[config.mk]
export PLATFORM = sky130hd
export DESIGN_NAME = cae_csr_bank
export DESIGN_NICKNAME = d
export VERILOG_FILES = /design/src/rtl/cae_csr_pkg.sv /design/src/rtl/cae_csr_slot.sv /design/src/rtl/cae_csr_bank.sv
export SDC_FILE = /design/constraint.sdc
export NUM_CORES = 1
export LEC_CHECK = 0
export CAP_MARGIN = 20
export CORE_AREA = 4 4 653 655
export CTS_CLUSTER_SIZE = 25
export DETAILED_ROUTE_END_ITERATION = 10
export DIE_AREA = 0 0 657 659
export SYNTH_ARGS = -nofsm -noshare
export SYNTH_HDL_FRONTEND = slang
export SYNTH_SLANG_ARGS = --single-unit
export TNS_END_PERCENT = 5
[constraint.sdc]
create_clock -name clk_csr -period 7.2 [get_ports clk_csr]
set_input_delay 0.72 -clock clk_csr [delete_from_list [all_inputs] [get_ports clk_csr]]
set_output_delay 0.72 -clock clk_csr [all_outputs]
set_load 0.005 [all_outputs]
[src/rtl/cae_csr_pkg.sv]
// Shared definitions for the CAE CSR bank: slot modes, default widths and
// the mask-to-mode mapping used when the bank elaborates its slots.
package cae_csr_pkg;

   localparam int unsigned CSR_DATA_W    = 64;
   localparam int unsigned CSR_ADDR_W    = 16;
   localparam int unsigned CSR_MAX_REGS  = 16;
   localparam logic [15:0] CSR_ADDR_BASE = 16'h0001;

   typedef enum logic [1:0] {
      CSR_MODE_RW  = 2'd0,
      CSR_MODE_RO  = 2'd1,
      CSR_MODE_W1C = 2'd2
   } csr_mode_e;

   // Read-only takes precedence; the bank rejects overlapping masks anyway.
   function automatic csr_mode_e csr_mode_from_mask(
      input logic [CSR_MAX_REGS-1:0] ro_mask,
      input logic [CSR_MAX_REGS-1:0] w1c_mask,
      input logic [3:0]              slot
   );
      if (ro_mask[slot])
         return CSR_MODE_RO;
      else if (w1c_mask[slot])
         return CSR_MODE_W1C;
      else
         return CSR_MODE_RW;
   endfunction

endpackage

[src/rtl/cae_csr_slot.sv]
// One CSR slot: storage, mode-specific next-state logic and a read value
// that is zero unless the slot is selected.
module cae_csr_slot
   import cae_csr_pkg::*;
#(
   parameter csr_mode_e   MODE   = CSR_MODE_RW,
   parameter int unsigned DATA_W = CSR_DATA_W
) (
   input  logic              clk_csr,
   input  logic              i_csr_reset_n,
   input  logic              wr_en,
   input  logic              rd_sel,
   input  logic [DATA_W-1:0] wr_data,
   input  logic [DATA_W-1:0] hw_in,
   input  logic [DATA_W-1:0] hw_set,
   output logic [DATA_W-1:0] rd_val,
   output logic [DATA_W-1:0] value
);

   logic [DATA_W-1:0] q;
   logic [DATA_W-1:0] q_nxt;

   // hw_set is ORed in last so a set beats a same-cycle clear.
   always_comb begin
      q_nxt = q;
      case (MODE)
         CSR_MODE_RW:  if (wr_en) q_nxt = wr_data;
         CSR_MODE_W1C: q_nxt = (wr_en ? (q & ~wr_data) : q) | hw_set;
         default:      q_nxt = '0;
      endcase
   end

   always_ff @(posedge clk_csr) begin
      if (!i_csr_reset_n)
         q <= '0;
      else
         q <= q_nxt;
   end

   always_comb begin
      rd_val = '0;
      if (rd_sel)
         rd_val = (MODE == CSR_MODE_RO) ? hw_in : q;
   end

   assign value = q;

endmodule

[src/rtl/cae_csr_bank.sv]
// Parametrised CSR bank on the csr ring agent function interface: shared
// address decode, NUM_REGS slots, registered ack, read data and write strobes.
module cae_csr_bank
   import cae_csr_pkg::*;
#(
   parameter int unsigned             NUM_REGS  = 8,
   parameter int unsigned             DATA_W    = CSR_DATA_W,
   parameter int unsigned             ADDR_W    = CSR_ADDR_W,
   parameter logic [ADDR_W-1:0]       ADDR_BASE = ADDR_W'(CSR_ADDR_BASE),
   parameter logic [CSR_MAX_REGS-1:0] RO_MASK   = 16'b0000_0000_0000_0011,
   parameter logic [CSR_MAX_REGS-1:0] W1C_MASK  = 16'b0000_0000_0000_1000
) (
   input  logic                       clk_csr,
   input  logic                       i_csr_reset_n,
   input  logic                       func_wr_vld,
   input  logic                       func_rd_vld,
   input  logic [ADDR_W-1:0]          func_address,
   input  logic [DATA_W-1:0]          func_wr_data,
   output logic                       func_ack,
   output logic [DATA_W-1:0]          func_rd_data,
   input  logic [NUM_REGS*DATA_W-1:0] hw_in,
   input  logic [NUM_REGS*DATA_W-1:0] hw_set,
   output logic [NUM_REGS*DATA_W-1:0] csr_out,
   output logic [NUM_REGS-1:0]        csr_wr_strobe
);

   localparam logic [CSR_MAX_REGS-1:0] VALID_MASK =
      CSR_MAX_REGS'((33'd1 << NUM_REGS) - 33'd1);

   if (NUM_REGS < 1 || NUM_REGS > CSR_MAX_REGS) begin : g_bad_num_regs
      $error("cae_csr_bank: NUM_REGS must be in 1..16");
   end
   if ((RO_MASK & W1C_MASK & VALID_MASK) != '0) begin : g_bad_masks
      $error("cae_csr_bank: RO_MASK and W1C_MASK overlap");
   end

   // Modular subtraction: addresses below ADDR_BASE wrap high and miss.
   logic [ADDR_W-1:0] idx;
   logic              in_range;
   assign idx      = func_address - ADDR_BASE;
   assign in_range = idx < ADDR_W'(NUM_REGS);

   logic [NUM_REGS-1:0] hit;
   logic [NUM_REGS-1:0] wr_hit;
   logic [DATA_W-1:0]   slot_rd [NUM_REGS];
   logic [DATA_W-1:0]   rd_mux;

   for (genvar i = 0; i < NUM_REGS; i++) begin : g_slot
      assign hit[i]    = in_range && (idx == ADDR_W'(i));
      assign wr_hit[i] = func_wr_vld & hit[i];

      cae_csr_slot #(
         .MODE   (csr_mode_from_mask(RO_MASK, W1C_MASK, 4'(i))),
         .DATA_W (DATA_W)
      ) u_slot (
         .clk_csr       (clk_csr),
         .i_csr_reset_n (i_csr_reset_n),
         .wr_en         (wr_hit[i]),
         .rd_sel        (hit[i]),
         .wr_data       (func_wr_data),
         .hw_in         (hw_in[i*DATA_W +: DATA_W]),
         .hw_set        (hw_set[i*DATA_W +: DATA_W]),
         .rd_val        (slot_rd[i]),
         .value         (csr_out[i*DATA_W +: DATA_W])
      );
   end

   always_comb begin
      rd_mux = '0;
      for (int unsigned i = 0; i < NUM_REGS; i++)
         rd_mux = rd_mux | slot_rd[i];
   end

   always_ff @(posedge clk_csr) begin
      if (!i_csr_reset_n) begin
         func_ack      <= 1'b0;
         func_rd_data  <= '0;
         csr_wr_strobe <= '0;
      end else begin
         func_ack      <= func_rd_vld | func_wr_vld;
         func_rd_data  <= func_rd_vld ? rd_mux : '0;
         csr_wr_strobe <= wr_hit;
      end
   end

endmodule
==> flow_summary.ini, run 1 <==
[timing]
timing.fmax_mhz = 249
rsz0062_at_grt = false
maxSlewHeadroom_pct = 35.9
fin_setup_tns_ns = 0
tightestPinTransition_ns = 0.962
finalSetupViolCount = 0
period_needed_ns = 4.02
setup_slack_ns = 3.18
fin_skew_ns = 0.0366
hold_violations = 0
finalMaxSlewViolations = 0
fin_crit_sh_pct = 55.8

[status]
status = finished clean

[power_and_ir_drop]
p_per_area_nw_per_um2 = 174
p_leak_uw = 0.0130
worst_ir_drop_vdd_mv = 0.183

[critical_path]
crit_fanout = 32
worstSetupPathType = input port to register
path_cells = clkdlybuf4s50_1 -> or4_4 -> or4_4 -> o211ai_2 -> and4_4 -> buf_4 -> a31oi_1
crit_arrival_ns = 4.57
critPathSlowestCell = and4_4
path_common_cell = or4_4
crit_required_ns = 7.75
startpoint_type = input port
critPathMaxStageDelay_ns = 0.84
cp-end-kind = register

[finish]
fillCellCount = 48800
final_util_pct = 8.60
final_common_cell = clkdlybuf4s50_1
nets = 4008
drive_gt1_share_pct = 5.98
final_cell_mix = clkdlybuf4s50_1 (728), mux2i_1 (510), dfxtp_1 (457), nand2_1 (456), conb_1 (128)
area_growth_pct = 72.9

[place]
gp_congestion = 0.797
io_buffers = 732
hpwl_mm = 137
place_ws_ns = 2.33

[clock_tree]
cts_sinks = 457
cts_made_buffers = 57
hold_buffers = 0
cts_resized = 0
cts_root_buf = clkbuf_16
clockBufferDepth = 3
cts_tree = built
clock_latency_ns = 0.75
path_clk_slew_ns = 0.06
postCtsSetupRepairBufs = 0
h-tree-depth = 2

[logic_synthesis]
synth_seq_area_share_pct = 43.8
ys_types = 44
synth_edf_count = 0
syn-cell-area_um2 = 20900
syn-instance-count = 2226
synthFlopType = dfxtp_1
yosys_warnings = 0
synthArstFlopShare_pct = 0
synth.avg_cell_area_um2 = 9.38
synth_seq_cells = 457

[detailed_routing]
antenna_left = 0
wl_mm = 165
drc_errors = 0
avgRoutedWirePerCell_um = 19.4
drt-pass1-iter-count = 5
drtIter0Drc = 1404
vias_per_cell = 2.33
vias = 19800

[die]
row_count = 238
die_area_um2 = 433000
die_w_um = 657
start_util_pct = 4.97
fp.dieH_um = 659
io_pins = 1693
core_um2 = 420000

[global_route]
grt_pass1_wl_mm = 204
grt_pass1_vias = 18600
grt-ovfl-total = 0
grt_usage_pct = 7.23
grt_max_degree = 111
antenna_found_initial = 108

[flow_run]
cap_violations = 0

[min_path]
worstHoldPathType = input port to register
## final timing paths
check,from,end,slack [ns],depth (start not counted)
worst max-delay path,func_address[3],g_slot[3].u_slot.value[12],3.18,7
worst max register to register,g_slot[2].u_slot.value[35],func_rd_data[35],5.40,4
worst min-delay path,func_address[0],csr_wr_strobe[4],0.42,3
worst min register to register,g_slot[7].u_slot.value[2],g_slot[7].u_slot.value[2],0.47,2
## worst max-delay path, delay by kind of cell
| family | cells | cell delay [ns] |
|---|---|---|
| AOI/OAI and AO/OA | 2 | 0.53 |
| and+or+nand+nor | 3 | 1.97 |
| buffers and inverters | 2 | 1.25 |
## report_power, final
part | leakage (uW) | internal, uW | switching, uW
Combinational | 0.00832 | 267 | 364
Sequential | 0.00370 | 2560 | 25.8
Clock | 0.000978 | 1750 | 1310
## cell usage after synthesis (2+ instances only)
cell type / count / share of area, %
nand4_1: 6 / 0.18
nor4_1: 3 / 0.090
dlygate4sd3_1: 11 / 0.53
and2_1: 2 / 0.060
nor3_1: 8 / 0.19
o22ai_1: 63 / 1.9
inv_1: 64 / 1.2
o21ai_0: 127 / 3.0
clkbuf_1: 82 / 1.5
nor2b_1: 4 / 0.12
buf_1: 26 / 0.47
mux2i_1: 510 / 24
a31oi_1: 65 / 1.9
a221oi_1: 64 / 2.7
dfxtp_1: 457 / 44
nand2b_1: 2 / 0.060
buf_12: 7 / 0.67
nand2_1: 457 / 8.2
or3b_2: 2 / 0.084
or4_4: 4 / 0.22
nor2_1: 74 / 1.3
buf_6: 26 / 1.4
buf_4: 140 / 5.0
o31ai_1: 2 / 0.072
## flip-flops by register name (all words and copies together), names as in the netlist
name,flops
g_slot.u_slot.value,384
func_rd_data,64
csr_wr_strobe,8
func_ack,1
## per-layer routing
metal / up-vias / GRT usage (%) / routed length [um]
li1: 8831 / - / -
met1: 9635 / 7.56 / 59400
met2: 941 / 13.3 / 84400
met3: 307 / 2.85 / 15200
met4: 56 / 2.13 / 5430
met5: - / 0 / 387
## cells by family (layout without fill, tap and decap cells)
group / after synthesis / count (layout) / share of synthesized area, %
buffers and inverters: 358 / 950 / 10.8
muxes: 511 / 511 / 24.5
xor gates and xnor gates: 1 / 1 / 0.0419
AOI/OAI and AO/OA: 327 / 327 / 9.91
and+or+nand+nor: 571 / 571 / 11.0
DFF: 457 / 457 / 43.8
other: 1 / 143 / 0.0180
## per-stage QoR
step,power [uW],hold slack (ns),cells,cell area [um^2]
2_1_floorplan,2910,0.464,2353,21400
3_3_place_gp,3290,0.458,8360,34100
6_report,6270,0.421,8480,36100
5_1_grt,6510,0.394,8470,36100
4_1_cts,6410,0.353,8465,36100
3_5_place_dp,3290,0.464,8361,34100
## final cells by class
class	count	area (um^2)	area share (%)
repair buffers	782	7760	21.5
well taps	5520	6910	19.1
inverters	64	240	0.665
clock inverters	24	303	0.838
multi-input cells	1538	10000	27.8
diodes	15	37.5	0.104
clock buffers	80	1680	4.66
flip-flops and latches	457	9150	25.3
(Power assumes the default switching activity.)
==> run 2: changes to the inputs <==
Settings changed: CORE_AREA 4 4 653 655 to 4 4 665 667, DIE_AREA 0 0 657 659 to 0 0 669 671.
Clock period 7.2 ns to 3.45 ns, I/O delays scaled along.
==> run 2 against run 1 <==
  * Sequential share of layout area down 0.62 points
  * Setup slack lost 2.6 ns
  * Register-to-register slack lost 3.5 ns
  * Combinational power up 120%
  * Clock skew rose by 0.0046 ns
  * Wire length decreased by 3.9%
  * Global-route usage fell by 0.49 points
  * Die area up 3.7%
  * Via count grew 0.39%
  * Count of clock-buffer cells in the layout rose by 1
  * Critical endpoint is now g_slot[6].u_slot.value[29]
  * Largest cell class unchanged
  * Largest power group unchanged
==> flow_summary.ini, run 2 (synthesis gave the netlist of run 1 again) <==
[power_and_ir_drop]
p_switching_uw = 3500
worst_ir_drop_vdd_mv = 0.340
p_int_uw = 9510
power.total_uw = 13000
seqPwrFrac_pct = 41.4
p_per_area_nw_per_um2 = 351
p_clk_share_pct = 48.1
p_leak_uw = 0.0133
combPwrFrac_pct = 10.4
switching_share_pct = 26.9

[finish]
final_util_pct = 8.48
drive_gt1_share_pct = 7.41
area_growth_pct = 77.3
final_common_cell = clkdlybuf4s50_1
final_cell_mix = clkdlybuf4s50_1 (724), mux2i_1 (509), dfxtp_1 (457), nand2_1 (456), conb_1 (128)
largest_reg_flops = 384
nets = 4049
fillCellCount = 50800

[clock_tree]
cts_made_buffers = 57
hold_buffers = 1
cts_resized = 0
cts_sinks = 457
cts_tree = built
postCtsSetupRepairBufs = 0
clockBufferDepth = 3
path_clk_slew_ns = 0.06
h-tree-depth = 2
cts_root_buf = clkbuf_16
clock_latency_ns = 0.72

[detailed_routing]
vias_per_cell = 2.27
avgRoutedWirePerCell_um = 18.1
wl_mm = 158
drt-pass1-iter-count = 5
vias = 19800
drc_errors = 0
drtIter0Drc = 1319
antenna_left = 0

[global_route]
grt-ovfl-total = 0
grt_pass1_wl_mm = 198
grt_usage_pct = 6.75
grt_pass1_vias = 18900
grt_max_degree = 115
antenna_found_initial = 91

[timing]
period_needed_ns = 2.89
maxSlewHeadroom_pct = 39.9
rsz0062_at_grt = false
hold_violations = 0
finalMaxSlewViolations = 0
tightestPinTransition_ns = 0.901
setup_slack_ns = 0.562
fin_setup_tns_ns = 0
fin_skew_ns = 0.0413
finalSetupViolCount = 0
fin_crit_sh_pct = 83.7
timing.fmax_mhz = 346

[critical_path]
worstSetupPathType = input port to register
startpoint_type = input port
crit_fanout = 17
crit_required_ns = 4.02
cp-end-kind = register
crit_arrival_ns = 3.46

[die]
die_w_um = 669
fp.dieH_um = 671
row_count = 243
die_area_um2 = 449000
start_util_pct = 4.78
io_pins = 1693
core_um2 = 437000

[flow_run]
cap_violations = 0

[place]
place_ws_ns = -0.00216
hpwl_mm = 130
io_buffers = 732
gp_congestion = 0.795

[min_path]
worstHoldPathType = input port to register

[status]
status = finished clean
## run 2: changes by cell type in the layout (fill, tap and decap cells not counted), moves of 2 or more
| cell | change |
|---|---|
| buf_12 | +31 |
| o22ai_2 | +2 |
| o22ai_1 | -2 |
| diode_2 | -3 |
| clkdlybuf4s50_1 | -4 |
| buf_4 | +14 |
| clkinv_4 | +2 |
| clkinv_16 | -2 |
## run 2: through the flow
step,instance area (um^2),hold WS [ns],cells
after detailed placement,35100,0.464,8638
final,37000,0.165,8753
after floorplan,21400,0.446,2353
after CTS,37000,0.0787,8741
after global placement,35100,0.459,8638
after global routing,37000,0.130,8745
## run 2: area by class of cell
type | count | area [um^2] | share of cell area (%)
antenna | 12 | 30.0 | 0.0811
multi-input combinational | 1538 | 10100 | 27.2
tap | 5757 | 7200 | 19.5
clock buffer | 81 | 1700 | 4.58
sequential | 457 | 9150 | 24.7
timing repair buffer | 823 | 8430 | 22.8
clock inverter | 21 | 229 | 0.618
inverter | 64 | 240 | 0.649
## run 2: worst max-delay path, cell delays in order
cell and delay [ns]:
dlygate4sd3_1 0.56, buf_6 0.16, or4_4 0.46, or4_4 0.43, o211ai_2 0.35, nand4_1 0.27, buf_12 0.25, buf_12 0.29
mux2i_1 0.14
## run 2: path summary, 6_finish.rpt
kind | end | from | slack [ns] | cells past startpoint
max | g_slot[6].u_slot.value[29] | func_address[0] | 0.56 | 9
min | g_slot[5].u_slot.value[16] | i_csr_reset_n | 0.17 | 3
max reg2reg | func_rd_data[3] | g_slot[3].u_slot.value[3] | 1.92 | 4
min reg2reg | g_slot[7].u_slot.value[24] | g_slot[7].u_slot.value[24] | 0.48 | 2
## run 2: power by group through the flow
stage,combinational (uW),clock (uW),sequential [uW]
after floorplan,594,0,5490
after global placement,1400,0,5500
after detailed placement,1400,0,5500
after CTS,1400,6500,5390
after global routing,1460,6650,5390
final,1360,6260,5390
## run 2: per-layer routing
layer	up-vias	track usage, %	wire length, um	share of wire, %
met2	925	12.3	81100	51
met1	9609	7.08	56700	36
li1	8946	-	-	-
met4	62	1.74	4310	2.7
met3	306	2.77	15900	10
met5	-	0	435	0.27
